### config.mk
export PLATFORM = sky130hd
export DESIGN_NAME = mem_port_arbiter_flat
export DESIGN_NICKNAME = d
export VERILOG_FILES = /design/src/rtl/mem_port_arbiter_if.sv /design/src/rtl/mem_port_arbiter.sv /design/src/flat_wrapper.sv
export SDC_FILE = /design/constraint.sdc
export NUM_CORES = 1
export LEC_CHECK = 0
export ABC_AREA = 0
export ABC_CLOCK_PERIOD_IN_PS = 3330
export CAP_MARGIN = 20
export CORE_UTILIZATION = 40
export CTS_CLUSTER_DIAMETER = 40
export DETAILED_ROUTE_END_ITERATION = 12
export PLACE_DENSITY = 0.89
export SLEW_MARGIN = 0
export SYNTH_ARGS = -nofsm -noshare
export SYNTH_HDL_FRONTEND = slang
export SYNTH_SLANG_ARGS = --single-unit
### constraint.sdc
create_clock -name clk -period 3.33 [get_ports clk]
set_input_delay 0.4995 -clock clk [delete_from_list [all_inputs] [get_ports clk]]
set_output_delay 0.4995 -clock clk [all_outputs]
set_load 0.03 [all_outputs]
### src/rtl/mem_port_arbiter_if.sv
// rtl/mem_port_arbiter_if.sv - fetch, load/store and memory signals of the memory port arbiter
interface mem_port_arbiter_if #(
  parameter int ADDR_WIDTH = 32,
  parameter int DATA_WIDTH = 32
);
  logic                      if_req_valid;
  logic [ADDR_WIDTH-1:0]     if_req_addr;
  logic                      if_req_ready;
  logic                      if_resp_valid;
  logic [DATA_WIDTH-1:0]     if_resp_data;

  logic                      dm_req_valid;
  logic                      dm_req_we;
  logic [ADDR_WIDTH-1:0]     dm_req_addr;
  logic [DATA_WIDTH-1:0]     dm_req_wdata;
  logic [DATA_WIDTH/8-1:0]   dm_req_wstrb;
  logic                      dm_req_ready;
  logic                      dm_resp_valid;
  logic [DATA_WIDTH-1:0]     dm_resp_data;

  logic                      mem_en;
  logic                      mem_we;
  logic [ADDR_WIDTH-1:0]     mem_addr;
  logic [DATA_WIDTH-1:0]     mem_wdata;
  logic [DATA_WIDTH/8-1:0]   mem_wstrb;
  logic [DATA_WIDTH-1:0]     mem_rdata;

  modport slave (
    input  if_req_valid, if_req_addr,
    output if_req_ready, if_resp_valid, if_resp_data,
    input  dm_req_valid, dm_req_we, dm_req_addr, dm_req_wdata, dm_req_wstrb,
    output dm_req_ready, dm_resp_valid, dm_resp_data,
    output mem_en, mem_we, mem_addr, mem_wdata, mem_wstrb,
    input  mem_rdata
  );

  modport master (
    output if_req_valid, if_req_addr,
    input  if_req_ready, if_resp_valid, if_resp_data,
    output dm_req_valid, dm_req_we, dm_req_addr, dm_req_wdata, dm_req_wstrb,
    input  dm_req_ready, dm_resp_valid, dm_resp_data,
    input  mem_en, mem_we, mem_addr, mem_wdata, mem_wstrb,
    output mem_rdata
  );
endinterface

### src/rtl/mem_port_arbiter.sv
// rtl/mem_port_arbiter.sv - shares one single-ported memory between fetch and load/store requesters
module mem_port_arbiter #(
  parameter int ADDR_WIDTH    = 32,
  parameter int DATA_WIDTH    = 32,
  parameter int MEM_LATENCY   = 2,
  parameter int PRIORITY_DATA = 0
) (
  input  logic                clk,
  input  logic                rst_n,
  mem_port_arbiter_if.slave   bus,
  output logic                busy
);
  localparam int STRB_WIDTH = DATA_WIDTH / 8;

  localparam logic [1:0] IDLE   = 2'd0;
  localparam logic [1:0] ACCESS = 2'd1;
  localparam logic [1:0] WAIT   = 2'd2;
  localparam logic [1:0] RESP   = 2'd3;

  localparam logic GRANT_IF = 1'b0;
  localparam logic GRANT_DM = 1'b1;

  logic [1:0]            state;
  logic [3:0]            wait_cnt;
  logic                  last_grant;
  logic                  cur_grant;
  logic [ADDR_WIDTH-1:0] addr_q;
  logic                  we_q;
  logic [DATA_WIDTH-1:0] wdata_q;
  logic [STRB_WIDTH-1:0] wstrb_q;
  logic [DATA_WIDTH-1:0] if_data_q;
  logic [DATA_WIDTH-1:0] dm_data_q;
  logic                  grant_if;
  logic                  grant_dm;

  always_comb begin
    grant_if = 1'b0;
    grant_dm = 1'b0;
    if (state == IDLE) begin
      if (bus.if_req_valid && bus.dm_req_valid) begin
        if (PRIORITY_DATA != 0 || last_grant == GRANT_IF) begin
          grant_dm = 1'b1;
        end else begin
          grant_if = 1'b1;
        end
      end else begin
        grant_if = bus.if_req_valid;
        grant_dm = bus.dm_req_valid;
      end
    end
  end

  always_ff @(posedge clk or negedge rst_n) begin
    if (!rst_n) begin
      state      <= IDLE;
      wait_cnt   <= '0;
      last_grant <= GRANT_DM;
      cur_grant  <= GRANT_IF;
      addr_q     <= '0;
      we_q       <= 1'b0;
      wdata_q    <= '0;
      wstrb_q    <= '0;
      if_data_q  <= '0;
      dm_data_q  <= '0;
    end else begin
      case (state)
        IDLE: begin
          // a grant only exists while its requester is valid, so grant == handshake
          if (grant_if || grant_dm) begin
            cur_grant  <= grant_dm;
            last_grant <= grant_dm;
            addr_q     <= grant_dm ? bus.dm_req_addr : bus.if_req_addr;
            we_q       <= grant_dm & bus.dm_req_we;
            wdata_q    <= grant_dm ? bus.dm_req_wdata : '0;
            wstrb_q    <= grant_dm ? bus.dm_req_wstrb : '1;
            state      <= ACCESS;
          end
        end
        ACCESS: begin
          if (we_q) begin
            dm_data_q <= '0;
            state     <= RESP;
          end else begin
            wait_cnt <= 4'(MEM_LATENCY - 1);
            state    <= WAIT;
          end
        end
        WAIT: begin
          if (wait_cnt == 4'd0) begin
            if (cur_grant == GRANT_DM) begin
              dm_data_q <= bus.mem_rdata;
            end else begin
              if_data_q <= bus.mem_rdata;
            end
            state <= RESP;
          end else begin
            wait_cnt <= wait_cnt - 4'd1;
          end
        end
        RESP: begin
          state <= IDLE;
        end
        default: begin
          state <= IDLE;
        end
      endcase
    end
  end

  assign bus.if_req_ready  = grant_if;
  assign bus.dm_req_ready  = grant_dm;
  assign bus.if_resp_valid = (state == RESP) && (cur_grant == GRANT_IF);
  assign bus.dm_resp_valid = (state == RESP) && (cur_grant == GRANT_DM);
  assign bus.if_resp_data  = if_data_q;
  assign bus.dm_resp_data  = dm_data_q;

  assign bus.mem_en    = (state == ACCESS);
  assign bus.mem_we    = we_q;
  assign bus.mem_addr  = addr_q;
  assign bus.mem_wdata = wdata_q;
  assign bus.mem_wstrb = wstrb_q;

  assign busy = (state != IDLE);
endmodule

### src/flat_wrapper.sv
// flat-port wrapper written by rule: the top's interface ports become plain ports
module mem_port_arbiter_flat 
#(
  parameter int ADDR_WIDTH    = 32,
  parameter int DATA_WIDTH    = 32,
  parameter int MEM_LATENCY   = 2,
  parameter int PRIORITY_DATA = 0
)
  (clk, rst_n, busy, bus_if_req_valid, bus_if_req_addr, bus_if_req_ready, bus_if_resp_valid, bus_if_resp_data, bus_dm_req_valid, bus_dm_req_we, bus_dm_req_addr, bus_dm_req_wdata, bus_dm_req_wstrb, bus_dm_req_ready, bus_dm_resp_valid, bus_dm_resp_data, bus_mem_en, bus_mem_we, bus_mem_addr, bus_mem_wdata, bus_mem_wstrb, bus_mem_rdata);
  mem_port_arbiter_if #(.ADDR_WIDTH(ADDR_WIDTH), .DATA_WIDTH(DATA_WIDTH)) bus_i ();
  input  logic clk;
  input  logic rst_n;
  output logic busy;
  input wire logic [$bits(bus_i.if_req_valid)-1:0] bus_if_req_valid;
  input wire logic [$bits(bus_i.if_req_addr)-1:0] bus_if_req_addr;
  output wire logic [$bits(bus_i.if_req_ready)-1:0] bus_if_req_ready;
  output wire logic [$bits(bus_i.if_resp_valid)-1:0] bus_if_resp_valid;
  output wire logic [$bits(bus_i.if_resp_data)-1:0] bus_if_resp_data;
  input wire logic [$bits(bus_i.dm_req_valid)-1:0] bus_dm_req_valid;
  input wire logic [$bits(bus_i.dm_req_we)-1:0] bus_dm_req_we;
  input wire logic [$bits(bus_i.dm_req_addr)-1:0] bus_dm_req_addr;
  input wire logic [$bits(bus_i.dm_req_wdata)-1:0] bus_dm_req_wdata;
  input wire logic [$bits(bus_i.dm_req_wstrb)-1:0] bus_dm_req_wstrb;
  output wire logic [$bits(bus_i.dm_req_ready)-1:0] bus_dm_req_ready;
  output wire logic [$bits(bus_i.dm_resp_valid)-1:0] bus_dm_resp_valid;
  output wire logic [$bits(bus_i.dm_resp_data)-1:0] bus_dm_resp_data;
  output wire logic [$bits(bus_i.mem_en)-1:0] bus_mem_en;
  output wire logic [$bits(bus_i.mem_we)-1:0] bus_mem_we;
  output wire logic [$bits(bus_i.mem_addr)-1:0] bus_mem_addr;
  output wire logic [$bits(bus_i.mem_wdata)-1:0] bus_mem_wdata;
  output wire logic [$bits(bus_i.mem_wstrb)-1:0] bus_mem_wstrb;
  input wire logic [$bits(bus_i.mem_rdata)-1:0] bus_mem_rdata;
  assign bus_i.if_req_valid = bus_if_req_valid;
  assign bus_i.if_req_addr = bus_if_req_addr;
  assign bus_if_req_ready = bus_i.if_req_ready;
  assign bus_if_resp_valid = bus_i.if_resp_valid;
  assign bus_if_resp_data = bus_i.if_resp_data;
  assign bus_i.dm_req_valid = bus_dm_req_valid;
  assign bus_i.dm_req_we = bus_dm_req_we;
  assign bus_i.dm_req_addr = bus_dm_req_addr;
  assign bus_i.dm_req_wdata = bus_dm_req_wdata;
  assign bus_i.dm_req_wstrb = bus_dm_req_wstrb;
  assign bus_dm_req_ready = bus_i.dm_req_ready;
  assign bus_dm_resp_valid = bus_i.dm_resp_valid;
  assign bus_dm_resp_data = bus_i.dm_resp_data;
  assign bus_mem_en = bus_i.mem_en;
  assign bus_mem_we = bus_i.mem_we;
  assign bus_mem_addr = bus_i.mem_addr;
  assign bus_mem_wdata = bus_i.mem_wdata;
  assign bus_mem_wstrb = bus_i.mem_wstrb;
  assign bus_i.mem_rdata = bus_mem_rdata;
  mem_port_arbiter #(.ADDR_WIDTH(ADDR_WIDTH), .DATA_WIDTH(DATA_WIDTH), .MEM_LATENCY(MEM_LATENCY), .PRIORITY_DATA(PRIORITY_DATA)) u_core (.clk(clk), .rst_n(rst_n), .bus(bus_i), .busy(busy));
endmodule
==> out/summary.md, run 1 <==
The die span in y was 119 um. The tools report the I/O pin count as 276. First-pass iteration count of the detailed router: 5.

By count the netlist is led by sky130_fd_sc_hd__dfrtp_1, sky130_fd_sc_hd__a22o_1, sky130_fd_sc_hd__mux2_2. The setup slack after placement was 0.562 ns. The source of the worst register-to-register timing path is u_core.state[0]$_DFFE_PN0P_. For the final database, setup skew stands at 0.00784 ns. The most common cell in the synthesized netlist is sky130_fd_sc_hd__dfrtp_1. Sequential elements use 63.9% of the synthesized area. The share of cells above drive strength 1 is 12.8%, and the count of hold buffers inserted by post-cts repair is 0.

The final max-slew violation count was 0. The synthesized netlist devotes 19.5% of its cell area to compound gates. The share of synthesized area spent on multiplexers is 6.93%, and the number of global-route vias before repair is 4759.

Based on the critical path, the design can be clocked at up to 345 MHz. Counting flops with a built-in enable in the synthesized netlist gives 0. The number of cells on the worst reg-to-reg path is 7.

The tools report the die area as 14300 sq um. The logs give 3.92 nW for the static leakage power and 25100 um for the first-pass GRT wire length. Entering global routing, the biggest net connects 118 pins. After legalization and detailed placement, the total HPWL measured 11100 um.

The floorplan step defined a core boundary enclosing 13300 sq um. Of the post-synthesis cell area, the dominant cell type holds 63.4%. The final period demand of the worst path works out to 2.90 ns. The worst hold path belongs to the class input port to asynchronous set/reset pin. The per-cell routed wire length was 18.8 um; the number of nets in the synthesized netlist was 526. The relative slew slack was 52.6%; the worst-skew pair later-pin latency was 0.41 ns. Port buffer count: 275.

The root buffer cell was sky130_fd_sc_hd__clkbuf_16. The analysis attributes to net switching a power of 3.92 mW. The most critical setup path has its startpoint at u_core.state[0]$_DFFE_PN0P_. Final critical-path share of the clock period: 87.0%. The endpoint identified for the worst register-to-register timing path is u_core.bus.mem_wdata[27]$_DFFE_PN0P_. In the final timing run, aggregate negative setup slack is 0 ns. Clock-pin slew was measured on the worst setup and hold paths at 0.06 ns. The number of DRC markers after the initial detailed-route iteration was 186.

Type of destination of the critical path: an output pin. For this configuration, the core starts out at a cell density of 41.4%. The via count of the routed design was 4467; the count of warnings emitted by yosys was 0.

The tools report the initial antenna violation count as 0. For the pin with the worst max-slew slack, the measured transition is 0.711 ns. Of the total synthesized cell area, the portion taken by XOR and XNOR cells is 0%.

Number of synthesized register bits: 141. The placer congestion estimate came out at 0.785. By area the synthesized netlist is led by sky130_fd_sc_hd__dfrtp_1, sky130_fd_sc_hd__a22o_1, sky130_fd_sc_hd__mux2_2. Cell internal power was estimated by the tool at 6.01 mW. The total setup violations reported at the end of the flow was 0; the number of clock sinks seen by CTS was 141. The synthesized netlist devotes 5.39% of its cell area to simple gates. At the worst endpoint, the arrival time is 2.40 ns.

Count of mapped cells out of synthesis: 384. For this run, the leading register cell type out of synthesis is sky130_fd_sc_hd__dfrtp_1. Per report_power, the sequential group accounts for 29.9% of the total. After synthesis, the share of flip-flops with an asynchronous set or reset is 100%.

Setup repair after global routing left no endpoint under its margin. In this run the core area contains 42 standard-cell rows. The required time at the worst-slack endpoint is 2.83 ns.

The final-report hold violation count came out at 0. The average size of a mapped cell was 14.4 sq um; the fraction of power spent switching nets was 39.5%. The run gives 0 as the antenna violation net count after detailed routing.

The netlist area before placement was 5520 sq um; the number of instances resized during post-cts repair was 0. Category of the most critical setup path: flop to output pin. The run gives 0 as the total DRC errors in the routed layout.

Combinational family with the most area after synthesis: compound AO/OA/AOI/OAI gates. The logic gate share of total power was 50.9%. The area growth from synthesis to layout is 64.2%. Synthesis instantiated 36 different standard cells from the library. The library cell occupying the most area in the post-synthesis netlist was sky130_fd_sc_hd__dfrtp_1. TritonCTS built the clock tree. The tools report the antenna cell count as 0. The worst setup path is launched from a flop. The tools report the number of post-CTS setup repair buffers as 0.

The largest fanout of any net on the critical path works out to 6. The H-tree was split into 4 levels. Once routing completed, OpenROAD measured the worst setup slack at 0.432 ns. The final layout contains 802 nets. The clock network accounts for 19.2% of the total power. In the routed layout, each cell is associated on average with a via count of 5.27. For this run, the total global-route usage over all layers was measured as 23.0%.

In this run, CTS created clock tree buffers numbering 17. In this run the deepest clock path goes through 2 buffers. In this run the register-to-register setup slack is 1.10 ns. The run gives 0 as the total of max-cap violations. The run finished with clean final reports.

For the worst IR drop on VDD, the log shows 0.489 mV. After global routing the overflow that remains totals 0. The power per cell area came out at 1100 nW/um^2. For this run, the share of the core covered by cells in the final layout is 67.9%. The run gives 15900 um as the overall routed net length.

From left edge to right edge, the die measures 119 um. The adder-cell share of the synthesized area works out to 1.13%. Following the worst setup path forward leads to its endpoint at bus_dm_req_ready.
==> critical path: stages, from the launching register on <==
cell	delay [ns]
sky130_fd_sc_hd__dfrtp_1	0.42
sky130_fd_sc_hd__inv_1	0.13
sky130_fd_sc_hd__ha_1	0.29
sky130_fd_sc_hd__nand2_1	0.10
sky130_fd_sc_hd__a21o_1	0.25
sky130_fd_sc_hd__inv_2	0.11
sky130_fd_sc_hd__clkdlybuf4s50_1	0.67
==> cell families (layout without fill, tap and decap cells) <==
| group | Yosys count | in the layout |
|---|---|---|
| AOI/OAI and AO/OA | 119 | 119 |
| adders and majority gates | 5 | 5 |
| and+or+nand+nor | 49 | 49 |
| buffers and inverters | 36 | 323 |
| muxes | 34 | 34 |
| DFF | 141 | 141 |
==> layer usage <==
| layer | GRT usage, % | wire length, um |
|---|---|---|
| met1 | 27.2 | 6340 |
| met5 | 0 | 0 |
| met4 | 8.91 | 356 |
| met2 | 39.2 | 8040 |
| met3 | 7.18 | 1160 |
==> registers in the layout, summed over array words and instances (netlist names) <==
register / flops
u_core.wait_cnt: 4
u_core.bus.mem_addr: 32
u_core.bus.if_resp_data: 32
u_core.bus.mem_wdata: 32
u_core.last_grant: 1
u_core.bus.dm_resp_data: 32
u_core.state: 2
u_core.cur_grant: 1
u_core.bus.mem_wstrb: 4
u_core.bus.mem_we: 1
==> placed cells by master (no fill, tap or decap), types with 4 or more instances in the layout <==
master / Yosys / layout
sky130_fd_sc_hd__clkinv_2: 0 / 4
sky130_fd_sc_hd__ha_1: 5 / 5
sky130_fd_sc_hd__inv_1: 10 / 9
sky130_fd_sc_hd__nand2_1: 5 / 5
sky130_fd_sc_hd__a221o_1: 32 / 32
sky130_fd_sc_hd__and2_1: 32 / 32
sky130_fd_sc_hd__clkbuf_16: 0 / 17
sky130_fd_sc_hd__mux2_2: 34 / 34
sky130_fd_sc_hd__dfrtp_1: 140 / 140
sky130_fd_sc_hd__a22o_1: 63 / 63
sky130_fd_sc_hd__o22a_1: 4 / 4
sky130_fd_sc_hd__clkdlybuf4s50_1: 0 / 274
sky130_fd_sc_hd__buf_4: 0 / 6
==> power groups by stage <==
stage | logic [mW] | registers (mW) | clock network [mW]
finish | 5.05 | 2.97 | 1.91
floorplan | 1.48 | 4.39 | 0
detailed placement | 5.08 | 2.96 | 0
CTS | 5.09 | 2.96 | 1.94
global route | 5.32 | 3.05 | 2.02
global placement | 4.96 | 2.94 | 0
==> layout make-up <==
cell class / count / area (sq um)
flip-flops and latches: 141 / 3530
clock buffers: 19 / 453
repair buffers: 283 / 2850
inverters: 10 / 37.5
well taps: 176 / 220
fillers: 933 / 4280
clock inverters: 11 / 143
multi-input cells: 207 / 1840
==> metrics by stage <==
stage                     power [mW]  std cells  area [sq um]  hold slack, ns
final                           9.93        847          9060          0.0352
after global routing            10.4        847          9060          0.0769
after CTS                       9.99        846          9040           0.290
after detailed placement        8.04        816          8440           0.481
after global placement          7.90        816          8440           0.482
after floorplan                 5.87        384          5520           0.204
==> worst min-delay path by stage <==
stage / to / from / slack (ns) / cells past startpoint
floorplan: u_core.bus.dm_resp_data[0]$_DFFE_PN0P_ / rst_n / 0.20 / 0
global placement: u_core.bus.dm_resp_data[4]$_DFFE_PN0P_ / u_core.bus.dm_resp_data[4]$_DFFE_PN0P_ / 0.48 / 1
detailed placement: u_core.bus.mem_wstrb[2]$_DFFE_PN0P_ / u_core.bus.mem_wstrb[2]$_DFFE_PN0P_ / 0.48 / 1
CTS: u_core.bus.dm_resp_data[26]$_DFFE_PN0P_ / rst_n / 0.29 / 1
global route: u_core.bus.dm_resp_data[26]$_DFFE_PN0P_ / rst_n / 0.08 / 1
finish: u_core.bus.dm_resp_data[26]$_DFFE_PN0P_ / rst_n / 0.04 / 1
(Power assumes the default switching activity.)
==> run 2, diff against run 1 <==
- CORE_UTILIZATION: 40 -> 43
- PLACE_DENSITY: 0.89 -> 0.94
==> out/summary.md, run 2 (same netlist as run 1, synthesis figures left out) <==
Final period demand of the worst path: 2.92 ns (+0.0196 ns). First-pass GRT wire length: 25400 um (+1.0%). The H-tree level count is 4 (unchanged). The die span in y came out at 115 um (-3.5%). Overall routed net length: 16700 um (+5.0%). The library cell used most frequently in the layout, excluding fill and tap cells, is sky130_fd_sc_hd__clkdlybuf4s50_1.

In the layout the commonest cells are sky130_fd_sc_hd__clkdlybuf4s50_1, sky130_fd_sc_hd__dfrtp_1, sky130_fd_sc_hd__a22o_1. The tightest min-delay check is of the input port to asynchronous set/reset pin type. The total number of nets in the final design was 802 (unchanged). The final critical-path share of the clock period was 87.6% (+0.59 points); the estimated wirelength of the detail-placed design was 11900 um (+6.7%).

The antenna cell count is 0 (unchanged). TritonCTS built the clock tree. The multi-input gate area in the final layout came out at 1840 sq um (unchanged).

Number of clock sinks seen by CTS: 141 (unchanged). The register cell area after layout was 3530 sq um (unchanged). The worst setup path is captured at an output pin. The fill cell total of the finished layout was 814 (-13%); the via count normalized by instance count was 5.39 (+2.2%). The relative slew slack was 53.0% (+0.41 points); the required time at the worst-slack endpoint was 2.83 ns (about the same).

The per-cell routed wire length was 19.8 um (+5.2%); the total DRC errors in the routed layout was 0 (unchanged). For the final max-slew violation count, the log shows 0 (unchanged). The highest clock frequency the design can meet is 343 MHz (-0.67%), and the number of post-CTS setup repair buffers is 0 (unchanged).

The worst register-to-register path ends at u_core.bus.mem_addr[30]$_DFFE_PN0P_. The worst setup path is launched from a flop. The slew of the pin with the lowest slew margin is 0.705 ns (-0.00616 ns), and the path depth of the worst reg2reg path is 7 (unchanged).

The clock edge transition at the registers on the reported setup and hold paths is 0.06 ns (about the same), and the port buffer count is 275 (unchanged). The logs give 0 ns (unchanged) for the setup TNS and 0 (unchanged) for the total of max-cap violations. The total setup violations reported at the end of the flow came out at 0 (unchanged). I/O pin count: 276 (unchanged).

The tools report the source of the worst register-to-register timing path as u_core.state[0]$_DFFE_PN0P_. The critical path in this run is classified as flop to output pin. The number of instances resized during post-cts repair was 0 (unchanged); the arrival time of data at the critical path endpoint was 2.42 ns (+0.02 ns). The logs give 0.870 (+11%) for the placer congestion estimate and 0.41 ns (about the same) for the worst-skew pair later-pin latency. The logs give 17 (unchanged) for the total clock buffers created by CTS and 0 (unchanged) for the initial antenna violation count. The width of the die is 115 um (-3.5%). The run gives 0 (unchanged) as the antenna violation net count after detailed routing. The run gives 0.510 mV (+4.3%) as the worst IR drop on VDD. The logs give 354 (+90%) for the number of DRC markers after the initial detailed-route iteration and 2 (unchanged) for the number of buffers on the longest clock path.

The count of hold buffers inserted by post-cts repair was 0 (unchanged); the starting utilization of the core area was 43.9% (+2.6 points). The via count of the routed design was 4556 (+2.0%). The total routing usage reported by global routing came out at 25.5% (+2.4 points).

Share of cells above drive strength 1: 12.8% (-0.038 points). The run finished with clean final reports. For the static leakage power, the log shows 3.88 nW (-0.91%). Final-report hold violation count: 0 (unchanged).

The number of global-route vias before repair is 4815 (+1.2%), and the die area is 13300 sq um (-6.9%). Final worst slack: 0.413 ns (-0.0196 ns). The leftover overflow at the end of global routing is 0 (unchanged). Setup repair after global routing left no endpoint under its margin.

The setup slack after placement is 0.578 ns (+0.0161 ns). The power per cell area is 1090 nW/um^2 (-0.20%). For the maximum clock skew at final layout, the log shows 0.00711 ns (-0.000736 ns). The core footprint came out at 12600 sq um (-5.8%).

The reg2reg setup slack was 1.07 ns (-0.03 ns); the largest fanout of any net on the critical path was 5 (-1). From synthesis to final layout, the design area changed by 63.0%. The maximum number of pins on one net before global-route repair was 68 (-42%). The first-pass iteration count of the detailed router was 4 (-1).

The root buffer cell was sky130_fd_sc_hd__clkbuf_16. The row count came out at 41 (-2.4%).
## run 2: cell types whose count changed in the layout (fill, tap and decap cells not counted)
| cell | before | now |
|---|---|---|
| sky130_fd_sc_hd__bufinv_16 | 3 | 1 |
| sky130_fd_sc_hd__clkbuf_1 | 0 | 2 |
| sky130_fd_sc_hd__clkinvlp_4 | 2 | 4 |
| sky130_fd_sc_hd__buf_16 | 1 | 0 |
| sky130_fd_sc_hd__buf_4 | 6 | 7 |
| sky130_fd_sc_hd__clkinv_2 | 4 | 5 |
| sky130_fd_sc_hd__inv_6 | 1 | 0 |
## run 2: how the worst max path moves through the flow
stage | startpoint | to | cells after the start
floorplan | u_core.state[0]$_DFFE_PN0P_ | bus_dm_req_ready | 7
CTS | u_core.state[0]$_DFFE_PN0P_ | bus_if_req_ready | 5
global route | u_core.state[0]$_DFFE_PN0P_ | bus_dm_req_ready | 6
finish | u_core.state[0]$_DFFE_PN0P_ | bus_if_req_ready | 5
global placement | bus_if_req_valid | bus_if_req_ready | 4
detailed placement | bus_dm_req_valid | bus_dm_req_ready | 5
## run 2: final cells by class
type	instances	share of cell area (%)
clock inverter	11	1.04
sequential	141	39.2
multi-input combinational	207	20.4
timing repair buffer	283	31.4
inverter	10	0.417
tap	172	2.39
clock buffer	21	5.12
## run 2: metrics by stage
stage | power [mW] | instance area, sq um | util (%) | cells | hold slack [ns]
final | 9.83 | 9000 | 71.6 | 845 | 0.0842
after global routing | 10.3 | 9000 | 71.6 | 845 | 0.128
after CTS | 9.89 | 9000 | 71.6 | 845 | 0.0911
after detailed placement | 8.08 | 8440 | 67.2 | 813 | 0.482
after global placement | 7.89 | 8440 | 67.2 | 813 | 0.478
after floorplan | 5.87 | 5520 | - | 384 | 0.204
## run 2: where the power goes
group,internal (mW),total [mW],switching [mW]
Sequential,2.51,2.97,0.467
Combinational,2.29,5.10,2.81
Clock,1.06,1.77,0.707
## run 2: worst max-delay path, stage by stage (launching register included)
cell                              delay (ns)
sky130_fd_sc_hd__dfrtp_1                0.44
sky130_fd_sc_hd__inv_1                  0.13
sky130_fd_sc_hd__ha_1                   0.30
sky130_fd_sc_hd__nand2_1                0.12
sky130_fd_sc_hd__a21oi_2                0.29
sky130_fd_sc_hd__clkdlybuf4s50_1        0.74
## run 2: routing by layer
metal / part of all wire [%] / up-vias / global-route usage [%] / wire [um]
li1: - / 2009 / - / -
met1: 38 / 2267 / 28.8 / 6290
met2: 51 / 248 / 44.3 / 8570
met3: 8.4 / 32 / 7.64 / 1400
met4: 2.6 / 0 / 11.6 / 433
met5: 0 / - / 0 / 0
==> run 3, diff against run 2 <==
- HOLD_SLACK_MARGIN: unset -> 0.03
- PLACE_DENSITY: 0.94 -> unset
- PLACE_DENSITY_LB_ADDON: unset -> 0.05
==> out/summary.md, run 3 (same netlist as run 1, synthesis figures left out) <==
For the antenna violation net count after detailed routing, the log shows 0 (unchanged). The antenna cell count was 0 (unchanged); the final worst slack was 0.545 ns (+0.132 ns). For the I/O pin count, the log shows 276 (unchanged). Relative slew slack: 53.7% (+0.69 points). The placer congestion estimate was 0.773 (-11%). The category of the most critical setup path is flop to output pin. The tools report the met1 track demand over resource as 28.3% (-0.45 points). The logs give 15900 um (-4.7%) for the overall routed net length and 141 (unchanged) for the number of clock sinks seen by CTS. The final core area utilization was 72.1% (+0.48 points); the total DRC errors in the routed layout was 0 (unchanged). Maximum number of pins on one net before global-route repair: 65 (-4.4%).

The most common library cell in the layout ignoring fill and taps is sky130_fd_sc_hd__clkdlybuf4s50_1. The maximum clock skew at final layout came out at 0.0114 ns (+0.00431 ns). The run finished with clean final reports.

The power per cell area works out to 1100 nW/um^2 (+0.34%). The setup slack after placement was 0.706 ns (+0.128 ns); the share of cells above drive strength 1 was 12.8% (+0.038 points). The total setup violations reported at the end of the flow came out at 0 (unchanged). The final-report hold violation count is 0 (unchanged).

The starting utilization of the core area is 43.9% (unchanged), and the final period demand of the worst path is 2.79 ns (-0.132 ns). The tools report the total clock buffers created by CTS as 17 (unchanged). The static leakage power came out at 3.92 nW (+0.94%). For the fraction of met3 tracks used by global routing, the log shows 8.43% (+0.79 points). STA classifies the critical path startpoint as a flop. The width of the die is 115 um (unchanged). Setup repair after global routing left no endpoint under its margin.

The worst-skew pair later-pin latency was 0.41 ns (about the same); the required time at the worst-slack endpoint was 2.83 ns (about the same). Clock edge transition at the registers on the reported setup and hold paths: 0.06 ns (about the same). The final max-slew violation count was 0 (unchanged); the slew of the pin with the lowest slew margin was 0.692 ns (-0.0130 ns). Leaving out fill and tap cells, the most frequent cells in the layout are sky130_fd_sc_hd__clkdlybuf4s50_1, sky130_fd_sc_hd__dfrtp_1, sky130_fd_sc_hd__a22o_1.

The logs give 0 ns (unchanged) for the setup TNS and 13300 sq um (unchanged) for the die area. Root buffer cell: sky130_fd_sc_hd__clkbuf_16. The first-pass iteration count of the detailed router was 4 (unchanged); the die span in y was 115 um (unchanged). The run gives 0 (unchanged) as the total of max-cap violations. The path category of the worst min-delay check was input port to asynchronous set/reset pin. The leftover overflow at the end of global routing is 0 (unchanged), and the count of hold buffers inserted by post-cts repair is 0 (unchanged). STA classifies the critical path endpoint as an output pin. The via count normalized by instance count came out at 5.24 (-2.8%). Relative to the synthesized area, the layout overhead comes to 64.1%. The via count of the routed design is 4418 (-3.0%).

The cell at the slowest stage of the critical path was sky130_fd_sc_hd__clkdlybuf4s50_1. The number of post-CTS setup repair buffers is 0 (unchanged), and the initial antenna violation count is 0 (unchanged). The highest clock frequency the design can meet is 359 MHz (+4.7%), and the total number of nets in the final design is 801 (-0.12%). The met2 usage was 40.6% (-3.7 points).

The total routing usage reported by global routing was 24.2% (-1.3 points); the worst IR drop on VDD was 0.517 mV (+1.4%). The H-tree level count came out at 4 (unchanged). The run gives 4527 (-6.0%) as the number of global-route vias before repair. Final critical-path share of the clock period: 83.6% (-4.0 points).

Row count: 41 (unchanged). Largest fanout of any net on the critical path: 5 (unchanged). The run gives 0 (unchanged) as the number of instances resized during post-cts repair. TritonCTS built the clock tree. The global routing stage identified its most utilized layer as met2.

The highest cell delay on the worst timing path is 0.78 ns (+0.04 ns). For the number of DRC markers after the initial detailed-route iteration, the log shows 280 (-21%). The first-pass GRT wire length was 24000 um (-5.4%); the estimated wirelength of the detail-placed design was 11200 um (-6.1%). The path depth of the worst reg2reg path was 7 (unchanged); the per-cell routed wire length was 18.9 um (-4.4%).

The port buffer count is 275 (unchanged), and the core footprint is 12600 sq um (unchanged). The critical path goes through inv_1, ha_1, nand2_1, a21oi_2, clkdlybuf4s50_1. The number of buffers on the longest clock path was 2 (unchanged); the arrival time of data at the critical path endpoint was 2.29 ns (-0.13 ns).
-- run 3: layout make-up --
type                       count  area (sq um)
clock buffer                  20           457
clock inverter                11           143
fill                         894          3510
inverter                      10          37.5
multi-input combinational    207          1840
sequential                   141          3530
tap                          172           215
timing repair buffer         282          2840
-- run 3: through the flow --
step	std cells	hold WS, ns	cell area, sq um	total power, mW
after global placement	812	0.480	8460	7.93
after detailed placement	812	0.481	8460	8.05
final	843	0.0761	9060	9.93
after CTS	843	0.0780	9060	10.0
after global routing	843	0.108	9060	10.4
after floorplan	384	0.204	5520	5.87
-- run 3: worst max-delay path, delay by kind of cell, from the launching register on --
kind / cells / cell delay [ns]
AO/OA/AOI/OAI: 1 / 0.15
flip-flops: 1 / 0.42
AND/OR/NAND/NOR: 1 / 0.12
buffers and inverters: 2 / 0.90
adder cells (fa/ha/maj): 1 / 0.28
-- run 3: path summary, 6_finish.rpt --
check                                                   startpoint                                       to  slack, ns
max                                    u_core.state[0]$_DFFE_PN0P_                         bus_if_req_ready       0.54
min reg2reg                u_core.bus.dm_resp_data[29]$_DFFE_PN0P_  u_core.bus.dm_resp_data[29]$_DFFE_PN0P_       0.49
max reg2reg                            u_core.state[0]$_DFFE_PN0P_      u_core.bus.mem_addr[27]$_DFFE_PN0P_       0.98
min                                                          rst_n  u_core.bus.dm_resp_data[30]$_DFFE_PN0P_       0.08
max in group asynchronous                                    rst_n     u_core.bus.mem_wdata[29]$_DFFE_PN0P_       2.52
min in group clk           u_core.bus.dm_resp_data[29]$_DFFE_PN0P_  u_core.bus.dm_resp_data[29]$_DFFE_PN0P_       0.49
-- run 3: power breakdown --
part           leakage (nW)  switching [mW]  internal (mW)
clock                 0.292           0.700           1.21
combinational          1.85            2.77           2.29
sequential             1.78           0.457           2.51
total                  3.92            3.92           6.01
-- run 3: routing by layer --
layer | routed length, um | part of all wire [%] | vias up
met5 | 0 | 0 | -
met1 | 6260 | 39 | 2198
li1 | - | - | 2002
met4 | 334 | 2.1 | 0
met3 | 1340 | 8.4 | 23
met2 | 7970 | 50 | 195
